===== src/rtl/sram_arbiter.sv =====
`default_nettype none
// ============================================================================
//  Module   : sram_arbiter
//  Brief    : Two-requester (instruction fetch / data) arbiter and sequencer
//             driving a single SRAM converter port with registered commands.
//             Define SRAM_ARB_RR_EN for round-robin tie breaking; the default
//             build uses fixed data-over-instruction priority.
//  Revision : 1.0  initial release
// ============================================================================
module sram_arbiter #(
    parameter int WR_WAIT = 1
) (
    input  logic        clk,
    input  logic        resetn,

    input  logic        i_req,
    input  logic [31:0] i_addr,
    output logic        i_gnt,
    output logic        i_rvalid,
    output logic [31:0] i_rdata,

    input  logic        d_req,
    input  logic [3:0]  d_we,
    input  logic [31:0] d_addr,
    input  logic [31:0] d_wdata,
    output logic        d_gnt,
    output logic        d_rvalid,
    output logic [31:0] d_rdata,

    output logic        sram_en,
    output logic [3:0]  sram_we,
    output logic [31:0] sram_addr,
    output logic [31:0] sram_wdata,
    input  logic [31:0] sram_rdata
);

    typedef enum logic [1:0] {
        S_IDLE = 2'd0,
        S_RD   = 2'd1,
        S_WR   = 2'd2
    } state_t;

    localparam logic       c_OWN_INSTR = 1'b0;
    localparam logic       c_OWN_DATA  = 1'b1;
    localparam logic [2:0] c_WCNT_INIT = WR_WAIT[2:0];

    state_t      r_state;
    logic        r_owner;
    logic        r_last;
    logic [2:0]  r_wcnt;
    logic        r_en;
    logic [3:0]  r_we;
    logic [31:0] r_addr;
    logic [31:0] r_wdata;
    logic        r_rsp_pend;
    logic        r_rsp_owner;

    logic        w_idle;
    logic        w_data_wins_tie;
    logic        w_pick_d;
    logic        w_gnt_i;
    logic        w_gnt_d;
    logic        w_is_wr;

`ifdef SRAM_ARB_RR_EN
    assign w_data_wins_tie = (r_last == c_OWN_INSTR);
`else
    // Fixed priority: last is still tracked but cannot change the outcome.
    assign w_data_wins_tie = r_last | 1'b1;
`endif

    assign w_idle   = (r_state == S_IDLE) && !resetn;
    assign w_pick_d = d_req && (!i_req || w_data_wins_tie);
    assign w_gnt_d  = w_idle && w_pick_d;
    assign w_gnt_i  = w_idle && i_req && !w_pick_d;
    assign w_is_wr  = w_gnt_d && (d_we != 4'h0);

    always_ff @(posedge clk) begin
        if (resetn) begin
            r_state     <= S_IDLE;
            r_owner     <= c_OWN_INSTR;
            r_last      <= c_OWN_INSTR;
            r_wcnt      <= 3'd0;
            r_en        <= 1'b0;
            r_we        <= 4'h0;
            r_addr      <= 32'h0;
            r_wdata     <= 32'h0;
            r_rsp_pend  <= 1'b0;
            r_rsp_owner <= c_OWN_INSTR;
        end else begin
            r_rsp_pend <= 1'b0;
            case (r_state)
                S_IDLE: begin
                    if (w_gnt_i || w_gnt_d) begin
                        r_owner <= w_gnt_d ? c_OWN_DATA : c_OWN_INSTR;
                        r_last  <= w_gnt_d ? c_OWN_DATA : c_OWN_INSTR;
                        r_en    <= 1'b1;
                        r_addr  <= w_gnt_d ? d_addr : i_addr;
                        r_we    <= w_gnt_d ? d_we : 4'h0;
                        r_wdata <= w_is_wr ? d_wdata : 32'h0;
                        r_wcnt  <= c_WCNT_INIT;
                        r_state <= w_is_wr ? S_WR : S_RD;
                    end
                end
                S_RD: begin
                    r_en        <= 1'b0;
                    r_we        <= 4'h0;
                    r_addr      <= 32'h0;
                    r_wdata     <= 32'h0;
                    r_rsp_pend  <= 1'b1;
                    r_rsp_owner <= r_owner;
                    r_state     <= S_IDLE;
                end
                S_WR: begin
                    if (r_wcnt == 3'd0) begin
                        r_en        <= 1'b0;
                        r_we        <= 4'h0;
                        r_addr      <= 32'h0;
                        r_wdata     <= 32'h0;
                        r_rsp_pend  <= 1'b1;
                        r_rsp_owner <= r_owner;
                        r_state     <= S_IDLE;
                    end else begin
                        r_wcnt <= r_wcnt - 3'd1;
                    end
                end
                default: r_state <= S_IDLE;
            endcase
        end
    end

    assign i_gnt      = w_gnt_i;
    assign d_gnt      = w_gnt_d;
    assign i_rvalid   = r_rsp_pend && (r_rsp_owner == c_OWN_INSTR);
    assign d_rvalid   = r_rsp_pend && (r_rsp_owner == c_OWN_DATA);
    assign i_rdata    = i_rvalid ? sram_rdata : 32'h0;
    assign d_rdata    = d_rvalid ? sram_rdata : 32'h0;

    assign sram_en    = r_en;
    assign sram_we    = r_we;
    assign sram_addr  = r_addr;
    assign sram_wdata = r_wdata;

endmodule
`default_nettype wire


===== config.mk =====
export PLATFORM = sky130hd
export DESIGN_NAME = sram_arbiter
export DESIGN_NICKNAME = d
export VERILOG_FILES = /design/src/rtl/sram_arbiter.sv
export SDC_FILE = /design/constraint.sdc
export NUM_CORES = 1
export LEC_CHECK = 0
export ABC_AREA = 1
export BUFFER_PORTS_ARGS = -buffer_cell sky130_fd_sc_hd__buf_2
export CAP_MARGIN = 15
export CORE_AREA = 2 2 107 109
export DETAILED_ROUTE_END_ITERATION = 12
export DIE_AREA = 0 0 109 111
export PLACE_DENSITY = 0.76
export SYNTH_ARGS = -nofsm -noshare
export SYNTH_HDL_FRONTEND = slang
export SYNTH_SLANG_ARGS = --single-unit

===== constraint.sdc =====
create_clock -name clk -period 4.5 [get_ports clk]
set_input_delay 0.225 -clock clk [delete_from_list [all_inputs] [get_ports clk]]
set_output_delay 0.225 -clock clk [all_outputs]
set_load 0.01 [all_outputs]

Word level (Yosys, flattened, before mapping)
Index checks and enable logic that the tools add are counted.

storage, ports and cells
  register bits = 77
  bits of input ports = 136
  output and inout bits = 137

operators by class
  add/subtract/negate cells = 1
  equal/unequal tests = 5
  multiplexer cells = 28
  bitwise gates (word level) = 1
  reductions and logical operators = 21

operator list
  operator             count
  $mux 32              7
  $pmux 32 s3          2
  $mux 4               3
  $pmux 4 s3           1
  $logic_and 1x1->1    7
  $mux 2               3
  $mux 3               2
  $pmux 3 s2           1
  $reduce_and 2->1     3
  $reduce_and 3->1     2
  $mux 1               5
  $ne 2x2->1 const B   2
  $pmux 1 s2           2
  $pmux 2 s2           1
  $reduce_bool 2->1    2
  $reduce_bool 4->1    1
  $logic_not 3->1      1
  $pmux 1 s3           1
  $reduce_bool 3->1    1
  $sub 3x1->3 const B  1
  $eq 2x1->1 const B   1
  $eq 2x2->1 const B   1
  $logic_not 1->1      2
  $logic_not 2->1      1
  3 further kinds      3

Depth between registers and ports, before layout
  word-level depth = 7
  mapped depth = 11

Least setup slack after synthesis
OpenSTA, ideal clock, no wires.

  kind = register -> register
  start point = register r_state[0]
  end point = register r_addr[16] (netlist: sram_addr[16])
  arrival = 1.489 ns
  path slack = 2.899 ns
  cell stages (with the launch flop) = 12
  buffers on the path = 2
  path through = dfxtp_1 -> inv_1 -> ha_1 -> inv_1 -> nor2_4 -> nand2_1 -> nand2_1 -> nand2_2 -> buf_6 -> buf_6 -> nor2_1 -> nor2_1

on the way
  longest elaborated chain between the ends = 7
  elaborated cells on any way between the ends = 15
  those cells by class = eq/ne (4); mux (3); reduce/logical (8)

RTL lines
  item                               line    source
  start: declaration                 47      state_t r_state;
  start signal: assignment           102     r_state <= w_is_wr ? S_WR : S_RD;
  $logic_not 2->1                    72, 92
  $logic_and 1x1->1                  72      assign w_idle = (r_state == S_IDLE) && !resetn;
  $logic_and 1x1->1 (2 in a row)     75      assign w_gnt_i = w_idle && i_req && !w_pick_d;
  $logic_or 1x1->1                   94      if (w_gnt_i || w_gnt_d) begin
  $ne 2x1->1 (no source line)        n/a
  $reduce_and 3->1 (no source line)  n/a
  end signal: assignment             98      r_addr <= w_gnt_d ? d_addr : i_addr;
  end: declaration                   53      logic [31:0] r_addr;

Several ways; a longest one is shown, not always the timed one. The select of a mux whose other input is x is not followed.
A chain may end at the register's enable or synchronous reset.

Worst setup path in the final report
  start point = register r_state[0]
  end point = register r_en (netlist: sram_en)

on the way
  longest elaborated chain between the ends = 7
  elaborated cells on any way between the ends = 13
  those cells by class = eq/ne (4); mux (1); reduce/logical (8)

RTL lines
  item                               line    source
  $logic_not 2->1                    72, 92
  $logic_and 1x1->1                  72
  $logic_and 1x1->1 (2 in a row)     75
  $logic_or 1x1->1                   94
  $ne 2x1->1 (no source line)        n/a
  $reduce_and 3->1 (no source line)  n/a
  end signal: assignment             84      r_en <= 1'b0;
  end signal: assignment             97      r_en <= 1'b1;
  end signal: assignment             106     r_en <= 1'b0;
  end: declaration                   51      logic r_en;

Several ways; a longest one is shown, not always the timed one.

==> metrics.txt <==
status=finished, final reports clean; Pleak=3.760 nW; Crit Path Max Fanout=59; final non-filler cell total=1155; largest net degree at the start of global routing=61; Cells after DPL=1138; Synth Cell Area=about 4400 sq um; commonest non-fill, non-tap cell in the layout=buf_2; core area=about 11000 sq um; H-Tree Depth=3; Post-synth EDFFs=0; Routed Antenna Nets=0; gr usage total=0.2101; Hold Path Sink=r_wcnt[2]$_SDFFE_PP0P_; CTS sink cnt=slightly below 80; antenna violations before repair=0; vias per inst=4.451; Synth Instances=about 770; Crit path required time=~4700 ps; row count=39; Hold Path Class=input pin to register; final hold viol count=0; most frequent cells in the layout=buf_2 (272), nor2_1 (227), nand2_1 (212); first-pass GRT wire length=20290 microns; reg2reg path depth=9; Worst Clk Skew=7.873 ps; CP Launch Type=register; # IOs=between 200 and 300; min Tclk post-route=2507 ps; clock buffer count from CTS=9; synthesized flop and latch total=77; Die Wd=between 100 and 150 microns; worst relative slew slack=0.3286; # DRC=0; CTS Hold Bufs=0; vias in the first global route=4375; min-delay src=resetn; Starting Density=0.4005; routed vias=5141; Pins Over Slew Limit=0; Max Freq=398.8 MHz; Total Wirelength=13310 microns; Setup CP Type=register to register; worst r2r src=r_state[0]$_SDFFE_PP0P_; Area Overhead vs Synth=36.91%; setup bufs post-CTS=0; CTS Buffer Depth=2; CTS tree=done; die area=12100 sq um; CTS clk-pin slew, worst paths=60 ps; Root Driver=clkbuf_16; final setup fails=0; Hold Path Depth=2; Crit Reg-Reg Endpoint=sram_en$_SDFFE_PP0P_; Clk Latency, worst-skew pair=330 ps; Netlist cell types=22; CP endpoint kind=register; PortBufs=272; HPWL after DPL=9731 microns; maxcap violations=0; Synth Flop Type=dfxtp_1; Final period util=0.5572; Die H=111 microns; DR WL/cell=between 10 and 15 microns; transition time of the tightest slew-check pin=1005 ps; Peak VDD IR=404.1 uV; RSZ-0062 raised after global routing=no; Seq/Total Area, Yosys=0.3474; gr ovfl total=0; P per Cell Area=673.2 nW/um^2; worst hold slack=187.0 ps; DR iter-0 viols=358; Pwr Total=4.090 mW; Post-Route Utilization=0.5484; total number of yosys warnings=0; Post-Syn Area per Cell=around 5.8 sq um; Post-synth ARST share=0; data arrival time of the critical path=2730 ps; Final Wtd Congestion=0.8916; first-pass detailed-route iteration total=4; fin nets=between 1000 and 1500; setup TNS=0 ps; post-CTS sizing=0; layout cells sized above 1=0.2948; fill cell count=~1200; Mapped Nets=just over 900; reg2reg setup slack=about 2000 ps
logic make-up after synthesis:
| logic type | synth area share |
|---|---|
| AOI/OAI and AO/OA | 0.03215 |
| adders and majority gates | 0.01692 |
| buffers and inverters | 0.1447 |
| DFF | 0.3474 |
| and+or+nand+nor | 0.4588 |
state kept, by name, summed over array words and instances (netlist names):
signal	count
r_rsp_owner	1
r_owner	1
sram_addr	32
r_wcnt	3
r_state	2
sram_we	4
r_rsp_pend	1
sram_wdata	32
sram_en	1
where the power goes:
part | internal (mW) | total (mW) | switching [mW]
clock | 0.446 | 0.731 | 0.285
combinational | 0.777 | 2.18 | 1.41
sequential | 1.02 | 1.17 | 0.159
total | 2.24 | 4.09 | 1.85
stage by stage:
step | cell area [sq um] | setup slack, ps
after floorplan | 4437 | 2899
final | 6075 | 1993
after global routing | 6072 | 1693
after global placement | 5771 | 2004
after CTS | 6072 | 1952
after detailed placement | 5771 | 1972
worst max-delay path by stage:
stage                                        from  slack (ps)  cells after the start                    endpoint
after detailed placement  r_state[0]$_SDFFE_PP0P_        1970                      9        sram_en$_SDFFE_PP0P_
after global routing      r_state[0]$_SDFFE_PP0P_        1690                      9        sram_en$_SDFFE_PP0P_
after CTS                 r_state[1]$_SDFFE_PP0P_        1950                      9        sram_en$_SDFFE_PP0P_
after floorplan           r_state[0]$_SDFFE_PP0P_        2900                     11  sram_addr[16]$_SDFFE_PP0P_
final                     r_state[0]$_SDFFE_PP0P_        1990                      9        sram_en$_SDFFE_PP0P_
after global placement    r_state[0]$_SDFFE_PP0P_        2000                      9        sram_en$_SDFFE_PP0P_
cell usage after synthesis (2+ instances only):
cell type,number,area share
nor2_1,227,0.19
nand2_1,212,0.18
inv_1,106,0.090
dfxtp_1,77,0.35
a21oi_1,21,0.024
nand3_1,20,0.023
nand4_1,20,0.028
buf_2,18,0.020
clkbuf_1,17,0.014
nand3b_1,15,0.025
buf_1,6,0.0051
ha_1,6,0.017
o21ai_0,6,0.0068
buf_6,4,0.010
buf_4,2,0.0034
inv_2,2,0.0017
nor2_4,2,0.0051
cell type report:
| cell class | instances | area, sq um | share of cell area |
|---|---|---|---|
| diodes | 1 | 2.502 | 0.0004119 |
| clock buffers | 11 | 242.7 | 0.03996 |
| clock inverters | 5 | 58.81 | 0.009681 |
| inverters | 108 | 405.4 | 0.06674 |
| multi-input cells | 534 | 2253 | 0.3710 |
| flip-flops and latches | 77 | 1541 | 0.2538 |
| well taps | 143 | 178.9 | 0.02945 |
| repair buffers | 276 | 1391 | 0.2290 |
per-layer routing:
| layer | routed length, microns | global-route usage |
|---|---|---|
| met1 | 5345 | 0.2338 |
| met2 | 6725 | 0.3851 |
| met3 | 1097 | 0.05820 |
| met4 | 143 | 0.05470 |
| met5 | 0 | 0 |
critical path: stages (launching register included):
cell	delay [ps]
dfxtp_1	340
inv_1	90
ha_1	240
inv_1	120
nor2_4	320
nand2_1	130
nand2_1	150
nand2_2	570
o21ai_0	380
nor2_1	60
Power figures use the tool's default switching activity.
